===== src/rtl/pipe_chain.sv =====
// pipe_chain: a chain of DEPTH bubble-collapsing valid/ready register stages carrying a
// DATA_W payload, with an optional one-entry input skid buffer (SKID=1) so that pin_ready
// is a flop output. Provides a synchronous flush and an occupancy count.
//
// Ports:
//   clk, rst      clock (posedge) and synchronous active-high reset
//   flush         drop every held beat at the next edge
//   pin_valid     upstream beat valid
//   pin_ready     beat accepted this cycle
//   pin_data      upstream payload
//   pout_valid    output beat valid (flop output)
//   pout_ready    downstream accepts
//   pout_data     output payload (last stage register)
//   count         beats currently held, 0..DEPTH+SKID
module pipe_chain #(
  parameter int unsigned DATA_W = 32,
  parameter int unsigned DEPTH  = 1,
  parameter int unsigned SKID   = 0,
  parameter int unsigned CNT_W  = $clog2(DEPTH + SKID + 1)
) (
  input  logic              clk,
  input  logic              rst,
  input  logic              flush,
  input  logic              pin_valid,
  output logic              pin_ready,
  input  logic [DATA_W-1:0] pin_data,
  output logic              pout_valid,
  input  logic              pout_ready,
  output logic [DATA_W-1:0] pout_data,
  output logic [CNT_W-1:0]  count
);

  logic [DEPTH-1:0]  v_q, v_d;
  logic [DATA_W-1:0] d_q [DEPTH];
  logic [DATA_W-1:0] d_d [DEPTH];
  logic              sv_q, sv_d;
  logic [DATA_W-1:0] sd_q, sd_d;
  logic [CNT_W-1:0]  count_q, count_d;

  logic [DEPTH:0]    rdy;
  logic [DEPTH-1:0]  vin;
  logic [DATA_W-1:0] din [DEPTH];
  logic              src_valid;
  logic [DATA_W-1:0] src_data;
  logic              in_xfer, out_xfer;

  assign pout_valid = v_q[DEPTH-1];
  assign pout_data  = d_q[DEPTH-1];
  assign count      = count_q;

  // Readiness ripples back from the output; an empty stage always accepts.
  always_comb begin
    rdy = '0;
    rdy[DEPTH] = pout_ready;
    for (int i = int'(DEPTH) - 1; i >= 0; i--) begin
      rdy[i] = ~v_q[i] | rdy[i+1];
    end
  end

  // Stage 0 source: the skid entry when occupied, otherwise the input port directly, so an
  // empty skid adds no latency.
  always_comb begin
    if (SKID != 0) begin
      pin_ready = ~sv_q;
      src_valid = sv_q | pin_valid;
      src_data  = sv_q ? sd_q : pin_data;
    end else begin
      pin_ready = rdy[0];
      src_valid = pin_valid;
      src_data  = pin_data;
    end
  end

  assign in_xfer  = pin_valid & pin_ready;
  assign out_xfer = pout_valid & pout_ready;

  always_comb begin
    vin    = '0;
    vin[0] = src_valid;
    din[0] = src_data;
    for (int i = 1; i < int'(DEPTH); i++) begin
      vin[i] = v_q[i-1];
      din[i] = d_q[i-1];
    end
  end

  always_comb begin
    v_d     = v_q;
    d_d     = d_q;
    sv_d    = sv_q;
    sd_d    = sd_q;
    count_d = count_q + CNT_W'(in_xfer) - CNT_W'(out_xfer);

    for (int i = 0; i < int'(DEPTH); i++) begin
      if (rdy[i]) begin
        v_d[i] = vin[i];
        // Payload only moves with a valid beat; bubbles leave the data register untouched.
        if (vin[i]) d_d[i] = din[i];
      end
    end

    if (SKID != 0) begin
      // Capture needs sv_q=0 and drain needs sv_q=1, so the two never coincide.
      if (pin_valid && pin_ready && !rdy[0]) begin
        sv_d = 1'b1;
        sd_d = pin_data;
      end else if (sv_q && rdy[0]) begin
        sv_d = 1'b0;
      end
    end

    // Flush wins over every load; payload registers keep their old contents.
    if (flush) begin
      v_d     = '0;
      d_d     = d_q;
      sv_d    = 1'b0;
      sd_d    = sd_q;
      count_d = '0;
    end
  end

  always_ff @(posedge clk) begin
    if (rst) begin
      v_q <= '0;
      for (int i = 0; i < int'(DEPTH); i++) begin
        d_q[i] <= '0;
      end
      sv_q    <= 1'b0;
      sd_q    <= '0;
      count_q <= '0;
    end else begin
      v_q     <= v_d;
      d_q     <= d_d;
      sv_q    <= sv_d;
      sd_q    <= sd_d;
      count_q <= count_d;
    end
  end

endmodule

===== config.mk =====
export PLATFORM = sky130hd
export DESIGN_NAME = pipe_chain
export DESIGN_NICKNAME = d
export VERILOG_FILES = /design/src/rtl/pipe_chain.sv
export SDC_FILE = /design/constraint.sdc
export NUM_CORES = 1
export LEC_CHECK = 0
export BUFFER_PORTS_ARGS = -buffer_cell sky130_fd_sc_hd__buf_2
export CORE_UTILIZATION = 43
export CTS_CLUSTER_SIZE = 40
export DETAILED_ROUTE_END_ITERATION = 8
export GPL_ROUTABILITY_DRIVEN = 0
export PLACE_DENSITY = 0.78
export SETUP_SLACK_MARGIN = 0.1
export SYNTH_ARGS = -nofsm -noshare
export SYNTH_HDL_FRONTEND = slang
export SYNTH_SLANG_ARGS = --single-unit

===== constraint.sdc =====
create_clock -name clk -period 1.5 [get_ports clk]
set_input_delay 0 -clock clk [delete_from_list [all_inputs] [get_ports clk]]
set_output_delay 0 -clock clk [all_outputs]
set_load 0.05 [all_outputs]

---- Word-level counts from Yosys, hierarchy flattened ----
Index checks and enable logic that the tools add are counted.
Widths: inputs -> output; s select.
storage, ports and cells
  bits in latches ......................... 0
  memories ................................ 0
  word-level logic and storage cells ...... 12
  bits of input ports ..................... 37
  RAM bits ................................ 0
  memory bits (read-only) ................. 0
  register bits ........................... 34
operators by class
  multiplexer cells ....................... 0
  div/mod/pow operators ................... 0
  shift-type cells ........................ 0
  bitwise gates (word level) .............. 5
  add/sub/neg operators ................... 2
  equality and inequality tests ........... 0
  reductions and logical operators ........ 2
  magnitude comparators ................... 0
  multiply operators ...................... 0
operators by type and width
  operator          number
  $reduce_and 3->1  1
  $and 1x1->1       2
  $not 1->1         2
  $reduce_or 2->1   1
  $add 1x1->1       1
  $or 1x1->1        1
  $sub 1x1->1       1

---- Logic depth before layout (Yosys ltp) ----
Gate-level depths: netlist of the first run.
  depth in word-level cells ............... 5
  depth in mapped cells ................... 5
  depth with buffers taken out ............ 4

---- Worst setup path after synthesis of the first run ----
OpenSTA, ideal clock, no wires.
  kind .................................... reg2reg
  start ................................... register v_q (netlist: pout_valid)
  end ..................................... register d_q (netlist bit pout_data[11])
  buffers on the path ..................... 1
  required time ........................... 1368 ps
  arrival ................................. 1491 ps
  cell stages (with the launch flop) ...... 6
  path slack .............................. -124 ps
  setup time .............................. 132 ps
  clock period less this slack ............ 1624 ps
  path through ............................ dfxtp_1 -> nor2b_2 -> inv_1 -> buf_2 -> nand3_1 -> a21oi_1
between the ends
  longest elaborated chain between the ends .. 3
RTL lines
  element                            RTL line  text
  from (decl)                        33        logic [DEPTH-1:0] v_q, v_d;
  from (signal assigned)             132       v_q <= v_d;
  $not 1->1                          56        rdy[i] = ~v_q[i] | rdy[i+1];
  $or 1x1->1                         56
  net pin_ready                      25        output logic pin_ready,
  $reduce_and 3->1 (no source line)  -
  to (signal, indexed assignment)    126       d_q[i] <= '0;
  to (signal assigned)               133       d_q <= d_d;
  to (decl)                          34        logic [DATA_W-1:0] d_q [DEPTH];
The timed path passes the listed nets, and every way through them passes these cells.
A chain may end at the register's enable or synchronous reset.

---- Worst setup path in the final report of the first run ----
  start ................................... register v_q (netlist: pout_valid)
  end ..................................... output pin_ready
between the ends
  longest elaborated chain between the ends .. 2
RTL lines
  element     RTL line
  $not 1->1   56
  $or 1x1->1  56
  to (decl)   25
No other way between the ends.

==> summary.md, run 1 <==
| Metric | Value |
|---|---|
| Later-pin clock latency in the skew report | `~340 ps` |
| Drt pass-1 iters | `7` |
| Ratio of cells with drive above 1 in the final layout | `0.342` |
| Buffers added on ports | `71` |
| Worst Setup End Kind | `output port` |
| HPWL Detailed | `2130 um` |
| RSZ-0062 raised after global routing | `false` |
| Final Hold Viols | `0` |
| Row count | `19` |
| R2r worst-path depth | `5` |
| Starting DRT DRC Count | `99` |
| WL final | `3940 um` |
| Peak VDD IR | `0.794 mV` |
| CP Launch Type | `register` |
| Commonest non-fill, non-tap cell in the layout | `buf_2` |
| CTS Buffer Depth | `2` |
| Antenna violations before repair | `0` |
| Total core area | `2830 um2` |
| Sequential share of the synthesized area | `0.518` |
| WS Path Type | `register to output port` |
| Worst-path maximum fanout | `12` |
| Setup Fix Bufs, Post-CTS | `0` |
| Synth cell types | `18` |
| Die area | `3280 um2` |
| Rel. slew slack | `0.602` |
| Crit-path max cell delay | `340 ps` |
| CTS Buf Count | `5` |
| Yosys warning total | `0` |
| Final Cycle Share | `0.884` |
| Routed len/inst | `13.5 um` |
| GRT Residual Overflow | `0` |
| Crit-path slowest cell | `dfxtp_2` |
| Total GRT Usage | `0.251` |
| Largest net degree at the start of global routing | `35` |
| Fin. max-slew vios | `0` |
| Clk_skew | `11.1 ps` |
| Mapped Avg Cell Area | `8.32 um2` |
| Die H | `between 50 and 60 um` |
| Hold Path Stages | `2` |
| Outcome | `finished with violations` |
| Final setup violation count | `0` |
| First-pass GRT wire length | `6320 um` |
| F_max | `754 MHz` |
| Crit-path cells | `nor2b_4, inv_1, buf_4, buf_2` |
| Failing checks | `DRC` |
| Tmin final | `1330 ps` |
| Fillers | `210` |
| Via Count | `1544` |
| Most frequent cells in the layout | `buf_2, dlygate4sd3_1, dfxtp_1` |
| Vias in the first global route | `1519` |
| Static Leak | `0.959 nW` |
| Flops & latches, synth | `34` |
| Worst-path clk slew | `about 110 ps` |
| Vias per cell | `5.31` |
| Final Power | `about 2.3 mW` |
| Initial Util | `0.465` |
| Worst-margin pin slew | `596 ps` |
| Worst EP arrival | `~1300 ps` |
| Mapped cell area | `1320 um2` |
| Pwr Density | `approximately 1100 nW/um2` |
| Post-route DRC | `5` |
| Post-DRT Antenna Nets | `0` |
| Io pins | `72` |
| Hold Path Class | `input port to register` |
| Antenna Cells | `0` |
| Mapped Nets | `195` |
| P&R area growth vs syn | `62.4%` |
| Maxcap violations | `0` |
| Synth Instances | `158` |
| Setup_tns | `0 ps` |
| Final #Nets | `296` |
| Die Wd | `about 57 um` |
| CTS tree | `yes` |
| CTS H-tree depth | `2` |
| Root Buffer | `clkbuf_4` |
| CP required | `about 1500 ps` |
| CTS sink cnt | `34` |
==> metal layers <==
metal | part of all wire | wire (um) | track usage | vias up
met5 | 0 | 0 | 0 | -
met4 | 0.018 | 71 | 0.108 | 0
met3 | 0.050 | 199 | 0.0522 | 8
met2 | 0.52 | 2070 | 0.479 | 66
met1 | 0.41 | 1600 | 0.263 | 708
li1 | - | - | - | 762
==> metrics by stage <==
step	hold slack [ps]	instances	util	worst slack (ps)	cell area [um2]
2_1_floorplan	71.8	158	-	121	1320
3_3_place_gp	211	249	0.594	442	1680
3_5_place_dp	217	249	0.594	423	1680
4_1_cts	163	291	0.753	174	2130
5_1_grt	177	291	0.755	104	2140
6_report	166	291	0.755	173	2140
==> path summary, 6_finish.rpt <==
kind	from	end	slack, ps
max	pout_valid$_SDFFE_PP0P_	pin_ready	170
min	rst	pout_data[31]$_SDFFE_PP0P_	170
max reg2reg	pout_valid$_SDFFE_PP0P_	pout_data[25]$_SDFFE_PP0P_	400
min reg2reg	pout_data[10]$_SDFFE_PP0P_	pout_data[10]$_SDFFE_PP0P_	480
==> what timing repair did <==
item,in CTS,in global routing
gates resized for setup,0,1
hold buffers,34,0
endpoints found under the setup margin,0,2
hold endpoints to repair,34,0
==> Yosys cell counts <==
| library cell | instances | share of area |
|---|---|---|
| inv_1 | 1 | 0.0029 |
| nor2b_1 | 2 | 0.0095 |
| clkbuf_2 | 2 | 0.0076 |
| clkbuf_1 | 6 | 0.017 |
| nor2_1 | 1 | 0.0029 |
| dfxtp_1 | 34 | 0.52 |
| a21oi_1 | 32 | 0.12 |
| o21ai_0 | 27 | 0.10 |
| and3b_1 | 1 | 0.0067 |
| nor4b_1 | 1 | 0.0067 |
| o21ai_1 | 6 | 0.023 |
| nor2b_2 | 1 | 0.0067 |
| buf_4 | 3 | 0.017 |
| nor3_1 | 2 | 0.0076 |
| buf_2 | 5 | 0.019 |
| buf_1 | 1 | 0.0029 |
| nand2b_2 | 1 | 0.0067 |
| nand3_1 | 32 | 0.12 |
==> layout make-up <==
cell class                      instances  area [um2]  share of cell area
Clock buffer                            6        51.3              0.0240
Clock inverter                          2        60.1              0.0281
Inverter                                1        3.75             0.00176
Multi-Input combinational cell        106         559               0.262
Sequential cell                        34         682               0.319
Tap cell                               31        38.8              0.0182
Timing Repair Buffer                  111         741               0.347
==> registers in the layout, indices dropped and copies added (netlist names) <==
register	count
count	1
pout_data	32
pout_valid	1
==> report_power, final <==
| group | internal (mW) | leakage (nW) | switching [mW] | total, mW |
|---|---|---|---|---|
| Sequential | 0.945 | 0.278 | 0.0199 | 0.965 |
| Combinational | 0.165 | 0.622 | 0.277 | 0.442 |
| Clock | 0.565 | 0.0585 | 0.300 | 0.865 |
| Total | 1.67 | 0.959 | 0.598 | 2.27 |
==> logic make-up after synthesis <==
logic type	after synthesis	share of synthesized area
AO/OA/AOI/OAI	65	0.247
buffers and inverters	18	0.0666
flip-flops	34	0.518
AND/OR/NAND/NOR	41	0.168
==> worst max-delay path, delay by kind of cell, from the launching register on <==
| kind | cells | cell delay, ps |
|---|---|---|
| buf+inv | 3 | 530 |
| flops | 1 | 340 |
| simple gates | 1 | 130 |
Note: power is estimated with default switching activity, not from simulation.
==> run 2: changes to the inputs <==
--- a/config.mk
+++ b/config.mk
@@ -5,7 +5,7 @@
 export SDC_FILE = /design/constraint.sdc
 export NUM_CORES = 1
 export LEC_CHECK = 0
-export BUFFER_PORTS_ARGS = -buffer_cell sky130_fd_sc_hd__buf_2
+export BUFFER_PORTS_ARGS = -buffer_cell sky130_fd_sc_hd__buf_4
 export CORE_UTILIZATION = 43
 export CTS_CLUSTER_SIZE = 40
 export DETAILED_ROUTE_END_ITERATION = 8
==> summary.md, run 2 (same netlist as run 1, synthesis figures left out) <==
| Metric | Value |
|---|---|
| Worst-path maximum fanout | `20 (+8)` |
| Buf/Inv on CP | `3 (unchanged)` |
| CTS tree | `yes` |
| Peak VDD IR | `0.633 mV (-20%)` |
| Io pins | `72 (unchanged)` |
| Maxcap violations | `0 (unchanged)` |
| Clk_skew | `1.62 ps (-9.52 ps)` |
| Worst setup margin | `200 ps (+26.7 ps)` |
| Crit-path slowest cell | `dfxtp_2` |
| Setup_tns | `0 ps (unchanged)` |
| Buffers added on ports | `71 (unchanged)` |
| WL final | `4270 um (+8.2%)` |
| Worst-path clk slew | `90 ps (-20 ps)` |
| Die Wd | `57.3 um (unchanged)` |
| Vias in the first global route | `1514 (-0.33%)` |
| F_max | `769 MHz (+2.1%)` |
| CTS H-tree depth | `2 (unchanged)` |
| Final #Nets | `296 (unchanged)` |
| RSZ-0062 raised after global routing | `false` |
| Worst EP arrival | `1300 ps (-30 ps)` |
| Dpl cells | `249 (unchanged)` |
| Later-pin clock latency in the skew report | `330 ps (about the same)` |
| Total core area | `2830 um2 (unchanged)` |
| Most frequent cells in the layout | `buf_4, dlygate4sd3_1, dfxtp_1` |
| Layout Utilization | `0.801 (+0.0460)` |
| Via Count | `1593 (+3.2%)` |
| Routed len/inst | `14.7 um (+8.2%)` |
| Combinational power share | `0.252 (+0.057)` |
| CP Launch Type | `register` |
| Final Cell Area | `2270 um2 (+6.1%)` |
| Fin cells | `291 (unchanged)` |
| Top Family by Delay on Critical Path | `buffers and inverters` |
| Worst setup path start | `pout_valid$_SDFFE_PP0P_` |
| Final setup violation count | `0 (unchanged)` |
| Antenna Cells | `0 (unchanged)` |
| HPWL Detailed | `2460 um (+16%)` |
| Critical R2R Launch | `pout_valid$_SDFFE_PP0P_` |
| Setup Fix Bufs, Post-CTS | `0 (unchanged)` |
| Power Internal | `1.39 mW (-17%)` |
| First-pass GRT wire length | `6640 um (+5.0%)` |
| CP required | `1500 ps (about the same)` |
| Hold wc startpoint | `rst` |
| CTS Buffer Depth | `2 (unchanged)` |
| Initial Util | `0.465 (unchanged)` |
| Outcome | `finished with violations` |
| Row count | `19 (unchanged)` |
| Commonest non-fill, non-tap cell in the layout | `buf_4` |
| WS Path Type | `register to output port` |
| Hold Path Class | `input port to register` |
| Hold_ws | `51.7 ps (-115 ps)` |
| Largest register FFs | `32 (unchanged)` |
| Worst-margin pin slew | `335 ps (-261 ps)` |
| Post-route DRC | `5 (unchanged)` |
| Area after DPL | `1860 um2 (+11%)` |
| Final Cycle Share | `0.867 (-0.0178)` |
| GRT Residual Overflow | `0 (unchanged)` |
| Ratio of cells with drive above 1 in the final layout | `0.338 (-0.00385)` |
| Crit-path max cell delay | `350 ps (about the same)` |
| Total GRT Usage | `0.265 (+0.0143)` |
| Die H | `57.3 um (unchanged)` |
| Starting DRT DRC Count | `110 (+11%)` |
| Sequential share of power | `0.488 (+0.063)` |
| Drt pass-1 iters | `7 (unchanged)` |
| P&R area growth vs syn | `72.3%` |
| Worst Setup End Kind | `output port` |
| CTS sink cnt | `34 (unchanged)` |
| Flop2flop setup slack | `400 ps (about the same)` |
| Die area | `3280 um2 (unchanged)` |
| Final Power | `1.99 mW (-13%)` |
| Tmin final | `1300 ps (-26.7 ps)` |
| Vias per cell | `5.47 (+3.2%)` |
| Antenna violations before repair | `0 (unchanged)` |
| Failing checks | `DRC` |
| Power share of the clock group | `0.261 (-0.120)` |
| Rel. slew slack | `0.777 (+0.174)` |
| Post-DRT Antenna Nets | `0 (unchanged)` |
| Final Hold Viols | `0 (unchanged)` |
| Largest net degree at the start of global routing | `35 (unchanged)` |
| Static Leak | `0.972 nW (+1.4%)` |
| Sw Ratio | `0.301 (+0.0383)` |
| Crit-path cells | `nor2b_4, inv_1, buf_6, buf_4` |
| CTS Buf Count | `5 (unchanged)` |
| Root Buffer | `clkbuf_4` |
| Fin. max-slew vios | `0 (unchanged)` |
| Pwr Density | `877 nW/um2 (-18%)` |
| Post-Place Setup Slack | `428 ps (+5.95 ps)` |
| P_sw | `0.599 mW (+0.17%)` |
run 2: cell types whose count changed in the layout (fill, tap and decap cells not counted), sizes merged:
cell / before / now
bufinv: 2 / 0
clkinv: 0 / 1
clkbuf: 6 / 7
run 2: area by class of cell:
cell class | instances | area [um2]
repair buffers | 111 | 922
well taps | 31 | 38.8
fillers | 182 | 563
clock inverters | 1 | 5.00
multi-input cells | 106 | 559
inverters | 1 | 3.75
clock buffers | 7 | 55.1
flip-flops and latches | 34 | 682
run 2: what timing repair did:
| action | 4_1_cts | 5_1_grt |
|---|---|---|
| endpoints found under the setup margin | 0 | 4 |
| hold endpoints to repair | 34 | 0 |
| gates resized for setup | 0 | 2 |
| hold buffers | 34 | 0 |
run 2: final timing paths:
| check | end | cells past startpoint |
|---|---|---|
| min reg2reg | pout_data[1]$_SDFFE_PP0P_ | 2 |
| max reg2reg | pout_data[12]$_SDFFE_PP0P_ | 4 |
| max | pin_ready | 4 |
| min | pout_data[25]$_SDFFE_PP0P_ | 2 |
run 2: metal layers:
| metal | up-vias | wire (um) | GRT usage |
|---|---|---|---|
| met2 | 78 | 2180 | 0.481 |
| met3 | 9 | 302 | 0.0839 |
| met4 | 0 | 91 | 0.0906 |
| met5 | - | 0 | 0 |
| li1 | 763 | - | - |
| met1 | 743 | 1690 | 0.291 |
run 2: worst register-to-register path, stage by stage, from the launching register on:
cell     delay (ps)
dfxtp_2         360
nor2b_4         160
buf_4           220
o21ai_0         120
a21oi_1         170
run 2: power groups by stage:
stage / Combinational (mW) / Clock [mW] / Sequential (mW)
2_1_floorplan: 0.109 / 0 / 1.13
3_3_place_gp: 0.412 / 0 / 0.985
3_5_place_dp: 0.419 / 0 / 0.988
4_1_cts: 0.490 / 0.534 / 0.967
5_1_grt: 0.525 / 0.571 / 0.973
6_report: 0.500 / 0.518 / 0.968
==> run 3: changes to the inputs <==
--- a/config.mk
+++ b/config.mk
@@ -6,6 +6,7 @@
 export NUM_CORES = 1
 export LEC_CHECK = 0
 export BUFFER_PORTS_ARGS = -buffer_cell sky130_fd_sc_hd__buf_4
+export CORE_MARGIN = 1.5
 export CORE_UTILIZATION = 43
 export CTS_CLUSTER_SIZE = 40
 export DETAILED_ROUTE_END_ITERATION = 8
==> summary.md, run 3 (same netlist as run 1, synthesis figures left out) <==
| Metric | Value |
|---|---|
| Ratio of cells with drive above 1 in the final layout | `0.340 (+0.00131)` |
| Failing checks | `DRC` |
| Largest net degree at the start of global routing | `35 (unchanged)` |
| Crit-path max cell delay | `370 ps (+20 ps)` |
| Worst EP arrival | `1290 ps (about the same)` |
| Vias in the first global route | `1495 (-1.3%)` |
| Setup Fix Bufs, Post-CTS | `0 (unchanged)` |
| P_sw | `0.611 mW (+2.1%)` |
| Io pins | `72 (unchanged)` |
| Critical R2R Launch | `pout_valid$_SDFFE_PP0P_` |
| Hold wc startpoint | `rst` |
| Power share of the clock group | `0.266 (+0.005)` |
| Hold Path Stages | `2 (unchanged)` |
| Combinational power share | `0.250 (-0.002)` |
| Tmin final | `1290 ps (-7.01 ps)` |
| Flop2flop setup slack | `390 ps (about the same)` |
| Commonest non-fill, non-tap cell in the layout | `buf_4` |
| Final Hold Viols | `0 (unchanged)` |
| Peak VDD IR | `0.592 mV (-6.5%)` |
| Crit-path slowest cell | `dfxtp_2` |
| Via Count | `1560 (-2.1%)` |
| Die area | `3400 um2 (+3.5%)` |
| Layout Utilization | `0.798 (-0.00265)` |
| CP most frequent cell | `buf_4` |
| Rel. slew slack | `0.757 (-0.0195)` |
| Reg2Reg Capture Point | `pout_data[1]$_SDFFE_PP0P_` |
| Buffers added on ports | `71 (unchanged)` |
| Sequential share of power | `0.484 (-0.004)` |
| P&R area growth vs syn | `71.7%` |
| Worst-margin pin slew | `364 ps (+29.3 ps)` |
| GRT Residual Overflow | `0 (unchanged)` |
| Antenna Cells | `0 (unchanged)` |
| HPWL Detailed | `2400 um (-2.3%)` |
| Maxcap violations | `0 (unchanged)` |
| WS Path Type | `register to output port` |
| Worst-path clk slew | `110 ps (+20 ps)` |
| Static Leak | `0.964 nW (-0.81%)` |
| Worst Setup End Kind | `output port` |
| Pwr Density | `883 nW/um2 (+0.76%)` |
| Total GRT Usage | `0.259 (-0.00596)` |
| Sw Ratio | `0.306 (+0.00490)` |
| Fillers | `185 (+1.6%)` |
| F_max | `773 MHz (+0.54%)` |
| RSZ-0062 raised after global routing | `false` |
| Outcome | `finished with violations` |
| Setup_tns | `0 ps (unchanged)` |
| Drt pass-1 iters | `6 (-1)` |
| Hold Path Sink | `pout_data[26]$_SDFFE_PP0P_` |
| Worst-path maximum fanout | `13 (-35%)` |
| Row count | `19 (unchanged)` |
| Clk_skew | `8.15 ps (+6.53 ps)` |
| Final Power | `1.99 mW (+0.42%)` |
| Die H | `58.3 um (+1.7%)` |
| Top Family by Delay on Critical Path | `buffers and inverters` |
| First-pass GRT wire length | `6670 um (+0.42%)` |
| Hold Path Class | `input port to register` |
| Starting DRT DRC Count | `86 (-22%)` |
| Register area | `682 um2 (unchanged)` |
| Crit-path cells | `nor2b_4, inv_1, buf_4, buf_4` |
| Power Internal | `1.38 mW (-0.28%)` |
| Initial Util | `0.465 (unchanged)` |
| CTS tree | `yes` |
| CTS Buffer Depth | `2 (unchanged)` |
| CTS sink cnt | `34 (unchanged)` |
| WL final | `4240 um (-0.66%)` |
| R2r worst-path depth | `5 (+1)` |
| Routed len/inst | `14.6 um (-0.31%)` |
| Final #Nets | `295 (-0.34%)` |
| Multi-input gate area | `559 um2 (unchanged)` |
| CP required | `1500 ps (about the same)` |
| Vias per cell | `5.38 (-1.7%)` |
| Most frequent cells in the layout | `buf_4, dlygate4sd3_1, dfxtp_1` |
| Root Buffer | `clkbuf_4` |
| Final setup violation count | `0 (unchanged)` |
| Total core area | `2830 um2 (unchanged)` |
| Largest register FFs | `32 (unchanged)` |
| Post-DRT Antenna Nets | `0 (unchanged)` |
| CP Launch Type | `register` |
| Later-pin clock latency in the skew report | `330 ps (about the same)` |
| CTS H-tree depth | `2 (unchanged)` |
| Final Cycle Share | `0.862 (-0.00467)` |
| CTS Buf Count | `5 (unchanged)` |
| Buf/Inv on CP | `3 (unchanged)` |
| Die Wd | `58.3 um (+1.7%)` |
| Antenna violations before repair | `0 (unchanged)` |
| Fin. max-slew vios | `0 (unchanged)` |
| Post-route DRC | `5 (unchanged)` |
run 3: cell types whose count changed in the layout (fill, tap and decap cells not counted):
cell        previous run  this run
clkbuf_1               1         0
clkinvlp_4             0         1
buf_6                  1         0
run 3: stage by stage:
step / hold slack, ps / worst slack (ps) / area [um2] / std cells
final: 71.0 / 207 / 2260 / 290
after CTS: 49.1 / 186 / 2250 / 290
after floorplan: 71.8 / 121 / 1320 / 158
after global placement: 189 / 477 / 1850 / 248
after global routing: 50.5 / 118 / 2260 / 290
after detailed placement: 200 / 416 / 1850 / 248
run 3: per-layer routing:
layer  track usage  vias to the layer above  share of wire
met5             0                        -              0
met4         0.120                        0          0.021
met3        0.0681                        9          0.061
met2         0.483                       74           0.54
met1         0.266                      715           0.37
li1              -                      762              -
run 3: worst max path at each step:
stage	from	end	depth (start not counted)
after floorplan	pout_valid$_SDFFE_PP0P_	pout_data[11]$_SDFFE_PP0P_	5
after global placement	flush	pout_data[11]$_SDFFE_PP0P_	4
after detailed placement	flush	pout_data[23]$_SDFFE_PP0P_	4
after CTS	pout_valid$_SDFFE_PP0P_	pin_ready	4
after global routing	pout_valid$_SDFFE_PP0P_	pin_ready	4
final	pout_valid$_SDFFE_PP0P_	pin_ready	4
run 3: area by class of cell:
type / count / share of cell area
multi-input cells: 106 / 0.248
well taps: 31 / 0.0172
clock inverters: 2 / 0.00554
inverters: 1 / 0.00166
repair buffers: 110 / 0.403
clock buffers: 6 / 0.0227
flip-flops and latches: 34 / 0.302
run 3: worst register-to-register path, delay by kind of cell (launching register included):
kind | cells | cell delay (ps)
flip-flops | 1 | 350
buffers and inverters | 2 | 300
AND/OR/NAND/NOR | 2 | 260
AO/OA/AOI/OAI | 1 | 150
run 3: power by group through the flow:
stage          registers, mW  logic [mW]  clock network (mW)
4_1_cts                0.966       0.489               0.548
6_report               0.966       0.498               0.531
5_1_grt                0.971       0.525               0.571
3_3_place_gp           0.984       0.410                   0
2_1_floorplan           1.13       0.109                   0
3_5_place_dp           0.987       0.418                   0
run 3: timing repair:
action,CTS,global route
endpoints found under the hold margin,34,0
hold buffers,34,0
gates resized for setup,0,1
endpoints found under the setup margin,0,5
